$ cat config.mk
export PLATFORM = sky130hd
export DESIGN_NAME = xm_reg_sequencer
export DESIGN_NICKNAME = d
export VERILOG_FILES = /design/src/rtl/xv.sv /design/src/rtl/xm_vram_port.sv /design/src/rtl/xm_reg_sequencer.sv
export SDC_FILE = /design/constraint.sdc
export NUM_CORES = 1
export LEC_CHECK = 0
export ABC_AREA = 1
export BUFFER_PORTS_ARGS = -buffer_cell sky130_fd_sc_hd__buf_2
export CAP_MARGIN = 5
export CORE_UTILIZATION = 30
export CTS_CLUSTER_SIZE = 40
export DETAILED_ROUTE_END_ITERATION = 10
export HOLD_SLACK_MARGIN = 0.03
export PLACE_DENSITY = 0.5
export SYNTH_ARGS = -nofsm -noshare
export SYNTH_HDL_FRONTEND = slang
export SYNTH_HIERARCHICAL = 1
export SYNTH_SLANG_ARGS = --single-unit
$ cat constraint.sdc
create_clock -name clk -period 3.05 [get_ports clk]
set_input_delay 0.305 -clock clk [delete_from_list [all_inputs] [get_ports clk]]
set_output_delay 0.305 -clock clk [all_outputs]
set_load 0.02 [all_outputs]
$ cat src/rtl/xv.sv
// Shared types and constants for the host register sequencer: register map,
// STATUS layout and the sequencer state encoding.
package xv;

  typedef logic [7:0]  byte_t;
  typedef logic [15:0] word_t;

  localparam logic [3:0] XM_RD_ADDR = 4'd0;
  localparam logic [3:0] XM_WR_ADDR = 4'd1;
  localparam logic [3:0] XM_DATA    = 4'd2;
  localparam logic [3:0] XM_INCR    = 4'd3;
  localparam logic [3:0] XM_STATUS  = 4'd15;

  localparam int XM_STATUS_BUSY_BIT    = 15;
  localparam int XM_STATUS_OVERRUN_BIT = 14;

  localparam word_t XM_INCR_RESET = 16'h0001;

  typedef enum logic [1:0] {
    ST_IDLE,
    ST_WAIT_GNT,
    ST_WAIT_DATA,
    ST_ACK
  } xm_seq_state_t;

  function automatic word_t xm_status(input logic busy, input logic overrun);
    word_t s;
    s = '0;
    s[XM_STATUS_BUSY_BIT]    = busy;
    s[XM_STATUS_OVERRUN_BIT] = overrun;
    return s;
  endfunction

endpackage

$ cat src/rtl/xm_vram_port.sv
// Host-side VRAM port: holds one request until granted, then for reads
// counts RD_LAT cycles and captures the returned word into rd_buf.
module xm_vram_port
  import xv::*;
#(
  parameter int VRAM_AW = 16,
  parameter int RD_LAT  = 1
) (
  input  logic               clk,
  input  logic               reset_n_i,
  input  logic               start_i,
  input  logic               start_wr_i,
  input  logic [VRAM_AW-1:0] start_addr_i,
  input  word_t              start_data_i,
  output logic               gnt_o,
  output logic               rd_done_o,
  output word_t              rd_buf_o,
  output logic               vram_req_o,
  output logic               vram_wr_o,
  output logic [VRAM_AW-1:0] vram_addr_o,
  output word_t              vram_data_o,
  input  logic               vram_gnt_i,
  input  word_t              vram_data_i
);

  localparam logic [1:0] LAT_LAST = 2'(RD_LAT - 1);

  logic               req_q, req_d;
  logic               wr_q, wr_d;
  logic [VRAM_AW-1:0] addr_q, addr_d;
  word_t              data_q, data_d;
  logic               pend_q, pend_d;
  logic [1:0]         cnt_q, cnt_d;
  word_t              rd_buf_q, rd_buf_d;

  assign gnt_o     = req_q & vram_gnt_i;
  assign rd_done_o = pend_q && (cnt_q == 2'd0);

  // NOTE: every variable gets its default first so no latch is inferred.
  always_comb begin
    req_d    = req_q;
    wr_d     = wr_q;
    addr_d   = addr_q;
    data_d   = data_q;
    pend_d   = pend_q;
    cnt_d    = cnt_q;
    rd_buf_d = rd_buf_q;
    if (start_i) begin
      req_d  = 1'b1;
      wr_d   = start_wr_i;
      addr_d = start_addr_i;
      data_d = start_data_i;
    end
    if (gnt_o) begin
      req_d = 1'b0;
      if (!wr_q) begin
        pend_d = 1'b1;
        cnt_d  = LAT_LAST;
      end
    end
    if (pend_q) begin
      if (cnt_q == 2'd0) begin
        pend_d   = 1'b0;
        rd_buf_d = vram_data_i;
      end else begin
        cnt_d = cnt_q - 2'd1;
      end
    end
  end

  // NOTE: sequential state is written with non-blocking assignments only.
  always_ff @(posedge clk) begin
    if (!reset_n_i) begin
      req_q    <= 1'b0;
      wr_q     <= 1'b0;
      addr_q   <= '0;
      data_q   <= '0;
      pend_q   <= 1'b0;
      cnt_q    <= 2'd0;
      rd_buf_q <= '0;
    end else begin
      req_q    <= req_d;
      wr_q     <= wr_d;
      addr_q   <= addr_d;
      data_q   <= data_d;
      pend_q   <= pend_d;
      cnt_q    <= cnt_d;
      rd_buf_q <= rd_buf_d;
    end
  end

  assign vram_req_o  = req_q;
  assign vram_wr_o   = wr_q;
  assign vram_addr_o = addr_q;
  assign vram_data_o = data_q;
  assign rd_buf_o    = rd_buf_q;

endmodule

$ cat src/rtl/xm_reg_sequencer.sv
// Host register file and access sequencer: byte-to-word assembly, VRAM
// reads/writes through xm_vram_port, auto-increment addresses, DTACK acks.
module xm_reg_sequencer
  import xv::*;
#(
  parameter int VRAM_AW = 16,
  parameter int RD_LAT  = 1
) (
  input  logic               clk,
  input  logic               reset_n_i,
  input  logic               write_strobe_i,
  input  logic               read_strobe_i,
  input  logic [3:0]         reg_num_i,
  input  logic               bytesel_i,
  input  logic [7:0]         bytedata_i,
  output logic [7:0]         bytedata_o,
  output logic               rd_ack_o,
  output logic               wr_ack_o,
  output logic               vram_req_o,
  output logic               vram_wr_o,
  output logic [VRAM_AW-1:0] vram_addr_o,
  output logic [15:0]        vram_data_o,
  input  logic               vram_gnt_i,
  input  logic [15:0]        vram_data_i
);

  xm_seq_state_t      state_q, state_d;
  logic               ack_rd_q, ack_rd_d;
  logic [VRAM_AW-1:0] rd_addr_q, rd_addr_d;
  logic [VRAM_AW-1:0] wr_addr_q, wr_addr_d;
  word_t              incr_q, incr_d;
  word_t              scratch_q [4:14];
  word_t              scratch_d [4:14];
  byte_t              wr_hi_q, wr_hi_d;
  word_t              rd_hold_q, rd_hold_d;
  byte_t              bytedata_q, bytedata_d;
  logic               overrun_q, overrun_d;

  logic               start;
  logic               start_wr;
  logic [VRAM_AW-1:0] start_addr;
  logic               gnt;
  logic               rd_done;
  word_t              rd_buf;
  word_t              word;
  word_t              read_val;
  logic               busy;

  assign word = {wr_hi_q, bytedata_i};
  assign busy = (state_q != ST_IDLE);

  always_comb begin
    case (reg_num_i)
      XM_RD_ADDR: read_val = word_t'(rd_addr_q);
      XM_WR_ADDR: read_val = word_t'(wr_addr_q);
      XM_DATA:    read_val = rd_buf;
      XM_INCR:    read_val = incr_q;
      XM_STATUS:  read_val = xm_status(busy, overrun_q);
      default:    read_val = scratch_q[reg_num_i];
    endcase
  end

  always_comb begin
    state_d    = state_q;
    ack_rd_d   = ack_rd_q;
    rd_addr_d  = rd_addr_q;
    wr_addr_d  = wr_addr_q;
    incr_d     = incr_q;
    scratch_d  = scratch_q;
    wr_hi_d    = wr_hi_q;
    rd_hold_d  = rd_hold_q;
    bytedata_d = bytedata_q;
    overrun_d  = overrun_q;
    start      = 1'b0;
    start_wr   = 1'b0;
    start_addr = rd_addr_q;

    case (state_q)
      ST_IDLE: begin
        if (write_strobe_i) begin
          ack_rd_d = 1'b0;
          state_d  = ST_ACK;
          if (!bytesel_i) begin
            wr_hi_d = bytedata_i;
          end else begin
            case (reg_num_i)
              XM_RD_ADDR: begin
                rd_addr_d  = word[VRAM_AW-1:0];
                start      = 1'b1;
                start_addr = word[VRAM_AW-1:0];
                state_d    = ST_WAIT_GNT;
              end
              XM_WR_ADDR: wr_addr_d = word[VRAM_AW-1:0];
              XM_DATA: begin
                start      = 1'b1;
                start_wr   = 1'b1;
                start_addr = wr_addr_q;
                state_d    = ST_WAIT_GNT;
              end
              XM_INCR:   incr_d = word;
              XM_STATUS: overrun_d = 1'b0;
              default:   scratch_d[reg_num_i] = word;
            endcase
          end
        end else if (read_strobe_i) begin
          ack_rd_d = 1'b1;
          state_d  = ST_ACK;
          if (!bytesel_i) begin
            rd_hold_d  = read_val;
            bytedata_d = read_val[15:8];
          end else begin
            bytedata_d = rd_hold_q[7:0];
            // Odd DATA reads refill rd_buf so the next even read is ready.
            if (reg_num_i == XM_DATA) begin
              start   = 1'b1;
              state_d = ST_WAIT_GNT;
            end
          end
        end
      end
      ST_WAIT_GNT: begin
        if (gnt) begin
          if (vram_wr_o) begin
            wr_addr_d = wr_addr_q + incr_q[VRAM_AW-1:0];
            state_d   = ST_ACK;
          end else begin
            rd_addr_d = rd_addr_q + incr_q[VRAM_AW-1:0];
            state_d   = ST_WAIT_DATA;
          end
        end
      end
      ST_WAIT_DATA: if (rd_done) state_d = ST_ACK;
      ST_ACK:       state_d = ST_IDLE;
      default:      state_d = ST_IDLE;
    endcase

    // Dropped strobes win over a same-cycle STATUS clear.
    if ((busy && (write_strobe_i || read_strobe_i)) || (write_strobe_i && read_strobe_i))
      overrun_d = 1'b1;
  end

  always_ff @(posedge clk) begin
    if (!reset_n_i) begin
      state_q    <= ST_IDLE;
      ack_rd_q   <= 1'b0;
      rd_addr_q  <= '0;
      wr_addr_q  <= '0;
      incr_q     <= XM_INCR_RESET;
      // NOTE: the scratch words are plain flops, so they reset with the rest.
      for (int i = 4; i <= 14; i++) scratch_q[i] <= '0;
      wr_hi_q    <= '0;
      rd_hold_q  <= '0;
      bytedata_q <= '0;
      overrun_q  <= 1'b0;
    end else begin
      state_q    <= state_d;
      ack_rd_q   <= ack_rd_d;
      rd_addr_q  <= rd_addr_d;
      wr_addr_q  <= wr_addr_d;
      incr_q     <= incr_d;
      scratch_q  <= scratch_d;
      wr_hi_q    <= wr_hi_d;
      rd_hold_q  <= rd_hold_d;
      bytedata_q <= bytedata_d;
      overrun_q  <= overrun_d;
    end
  end

  xm_vram_port #(
    .VRAM_AW (VRAM_AW),
    .RD_LAT  (RD_LAT)
  ) u_vram_port (
    .clk          (clk),
    .reset_n_i    (reset_n_i),
    .start_i      (start),
    .start_wr_i   (start_wr),
    .start_addr_i (start_addr),
    .start_data_i (word),
    .gnt_o        (gnt),
    .rd_done_o    (rd_done),
    .rd_buf_o     (rd_buf),
    .vram_req_o   (vram_req_o),
    .vram_wr_o    (vram_wr_o),
    .vram_addr_o  (vram_addr_o),
    .vram_data_o  (vram_data_o),
    .vram_gnt_i   (vram_gnt_i),
    .vram_data_i  (vram_data_i)
  );

  assign rd_ack_o   = (state_q == ST_ACK) &&  ack_rd_q;
  assign wr_ack_o   = (state_q == ST_ACK) && !ack_rd_q;
  assign bytedata_o = bytedata_q;

endmodule
==> impl_metrics.yaml <==
outcome:
  status: "finished, final reports clean"
synth:
  synth_flop_cell: "dfxtp_1"
  synth-seq-cells: 305
  postSynthCellCount: 2228
  synthArstFlopShare_pct: 0
  synth_area_um2: 15000
  ys_types: 39
  synth-edff-count: 0
  syn-num-nets: 2298
  avgSynthCellArea_um2: 6.74
  ys_warn_count: 6
  ys_seq_area_share_pct: 40.6
sta:
  rsz0062_at_grt: "no"
  final_max_slew_viol_count: 0
  setup_viol: 0
  skew_ns: 0.0216
  whs_ns: 0.0645
  post-route-min-period_ns: 2.54
  finalSetupTns_ns: 0
  hold_viol: 0
  fin_ws_ns: 0.506
  slew_headroom_pct: 26.1
  max_freq_ghz: 0.393
  tightestPinTransition_ns: 1.10
  period_share_pct: 83.4
clock_network:
  path_clk_slew_ns: 0.06
  cts_sinks: 305
  insertion_delay_ns: 0.54
  cts_tree: "yes"
  htree_levels: 2
  clk_path_buf_depth: 3
  ctsResizeCount: 0
  root_buffer: "clkbuf_16"
  cts-buffers-inserted: 35
grt:
  grt-ovfl-total: 0
  grt_pass1_wl_mm: 83.2
  gr-usage-all-layers_pct: 21.2
  antenna_found_initial: 1
  grt_max_degree: 262
  grt_pass1_vias: 13800
drt:
  drtIter0Drc: 1167
  vias_per_cell: 5.08
  wl_per_cell_um: 18.5
  drt_pass1_iterations: 5
  totalWireLength_mm: 54.6
  ant_nets: 0
  via_count: 15000
  drc_errors: 0
final_layout:
  drive_above_1_share_pct: 9.74
  layout_commonest_cell: "nand2_1"
  fin_nets: 2333
  regArea_um2: 6110
  num_antenna_cells: 0
  multi_input_area_um2: 7580
  area_growth_pct: 15.1
  finish.utilization_pct: 35.2
  fill_cells: 5273
  finalNonFillerCells: 2953
  layout_common_cells: "503 x nand2_1, 313 x o21ai_0, 305 x dfxtp_1"
power:
  ir_worst_vdd_mv: 0.354
  power.net_switching_w: 0.00344
  p_leak_nw: 7.40
  power_density_nw_per_um2: 626
  comb_power_share_pct: 18.3
  clkPwrFrac_pct: 39.9
  internal-power_w: 0.00738
  sw_frac_of_total_pct: 31.8
  seqPwrFrac_pct: 41.8
die:
  core_area_um2: 49200
  die_h_um: 226
  start_util_pct: 30.6
  die_w_um: 226
  io_pins: 78
  placementRows: 81
  dieArea_um2: 51000
placed_design:
  dp_hpwl_mm: 37.7
  place_inst: 2876
  gp_congestion: 0.921
  io_buffers: 77
  place_ws_ns: 0.558
setup_path:
  critical_path_arrival_ns: 2.98
  worstSetupPathType: "reg -> reg"
  end_kind: "register"
  required_ns: 3.48
  start_kind: "register"
  critPathMaxFanout: 16
run:
  maxCapViolCount: 0
hold_path:
  min_path_type: "in -> reg"
-- sequential cells by signal (all words and copies together), names as in the netlist, named ones only --
| name | cells |
|---|---|
| bytedata_o | 8 |
| rd_hold_q | 8 |
| state_q | 2 |
| incr_q | 16 |
| ack_rd_q | 1 |
| u_vram_port/vram_wr_o | 1 |
| wr_hi_q | 8 |
| u_vram_port/vram_data_o | 16 |
| u_vram_port/vram_req_o | 1 |
| u_vram_port/pend_q | 1 |
| rd_addr_q | 16 |
| scratch_q | 176 |
| u_vram_port/vram_addr_o | 16 |
| u_vram_port/rd_buf_o | 16 |
| wr_addr_q | 16 |
| overrun_q | 1 |
-- through the flow --
stage	total power, W	area, um^2
after detailed placement	0.00654	16000
after global routing	0.0113	17300
after global placement	0.00653	16000
after CTS	0.0109	17300
final	0.0108	17300
after floorplan	0.00579	15000
-- repair_timing --
item,CTS,global route
hold buffers,14,0
setup buffers,0,0
endpoints found under the hold margin,14,0
-- area by class of cell --
| cell class | instances | share of cell area [%] |
|---|---|---|
| clock buffers | 57 | 6.12 |
| repair buffers | 128 | 4.75 |
| inverters | 208 | 4.54 |
| flip-flops and latches | 305 | 35.3 |
| multi-input cells | 1585 | 43.8 |
| well taps | 664 | 4.80 |
| clock inverters | 6 | 0.658 |
-- critical path, stage by stage, from the launching register on --
cell and delay [ns]:
dfxtp_1 0.34, inv_1 0.11, ha_1 0.30, inv_2 0.16
nor2_4 0.26, nand3_1 0.60, nand2_1 0.21, o211ai_1 0.17
nor2_1 0.20, nor2_1 0.07
-- synthesized netlist by cell type (2+ instances only) --
master / number / area (um^2)
o21ai_0: 313 / 1570
a31oi_1: 13 / 81.3
buf_2: 45 / 225
fa_1: 2 / 40.0
nor3_1: 6 / 30.0
buf_1: 2 / 7.51
nand4_1: 23 / 144
clkbuf_2: 3 / 15.0
nor2_4: 4 / 45.0
clkbuf_1: 78 / 293
nor2_1: 242 / 908
inv_2: 9 / 33.8
o21ai_1: 23 / 115
xnor2_1: 3 / 26.3
a21oi_1: 265 / 1330
nor3_2: 8 / 80.1
o211ai_1: 11 / 82.6
ha_1: 34 / 425
dfxtp_1: 305 / 6110
inv_1: 194 / 728
nand2_1: 503 / 1890
clkinv_1: 4 / 15.0
nand3b_1: 7 / 52.6
nor2_2: 18 / 113
o221ai_1: 8 / 70.1
nand2_4: 2 / 22.5
nand3_1: 83 / 415
or2_2: 9 / 56.3
-- path summary, 6_finish.rpt --
| path | startpoint | slack (ns) | end | cells past startpoint |
|---|---|---|---|---|
| max | state_q[1]$_SDFFE_PN0P_ | 0.51 | u_vram_port/vram_addr_o[8]$_SDFFE_PN0P_ | 9 |
| min | vram_data_i[1] | 0.06 | u_vram_port/rd_buf_o[1]$_SDFFE_PN0P_ | 3 |
| max reg2reg | state_q[1]$_SDFFE_PN0P_ | 0.51 | u_vram_port/vram_addr_o[8]$_SDFFE_PN0P_ | 9 |
| min reg2reg | scratch_q[135]$_SDFFE_PN0P_ | 0.45 | scratch_q[135]$_SDFFE_PN0P_ | 2 |
-- kinds of logic (layout without fill, tap and decap cells) --
family,count (synthesis),after routing,synth area share [%]
flip-flops,305,305,40.6
adder cells (fa/ha/maj),36,36,3.10
AO/OA/AOI/OAI,636,636,21.7
buffers and inverters,338,399,9.01
XOR/XNOR,3,3,0.175
AND/OR/NAND/NOR,910,910,25.3
-- power groups by stage --
stage / Sequential (W) / Clock, W / Combinational, W
floorplan: 0.00450 / 0 / 0.00129
global placement: 0.00460 / 0 / 0.00193
detailed placement: 0.00460 / 0 / 0.00194
CTS: 0.00451 / 0.00440 / 0.00197
global route: 0.00454 / 0.00455 / 0.00219
finish: 0.00452 / 0.00432 / 0.00198
-- per-layer routing --
metal	part of all wire, %	wire length (um)	up-vias	track usage (%)
met5	0.031	17	-	0
met4	3.4	1880	2	7.92
met3	6.2	3410	107	2.88
met2	44	24000	521	33.4
met1	46	25400	7005	29.4
li1	-	-	7360	-
No activity file was read; power rests on OpenSTA's default activity.
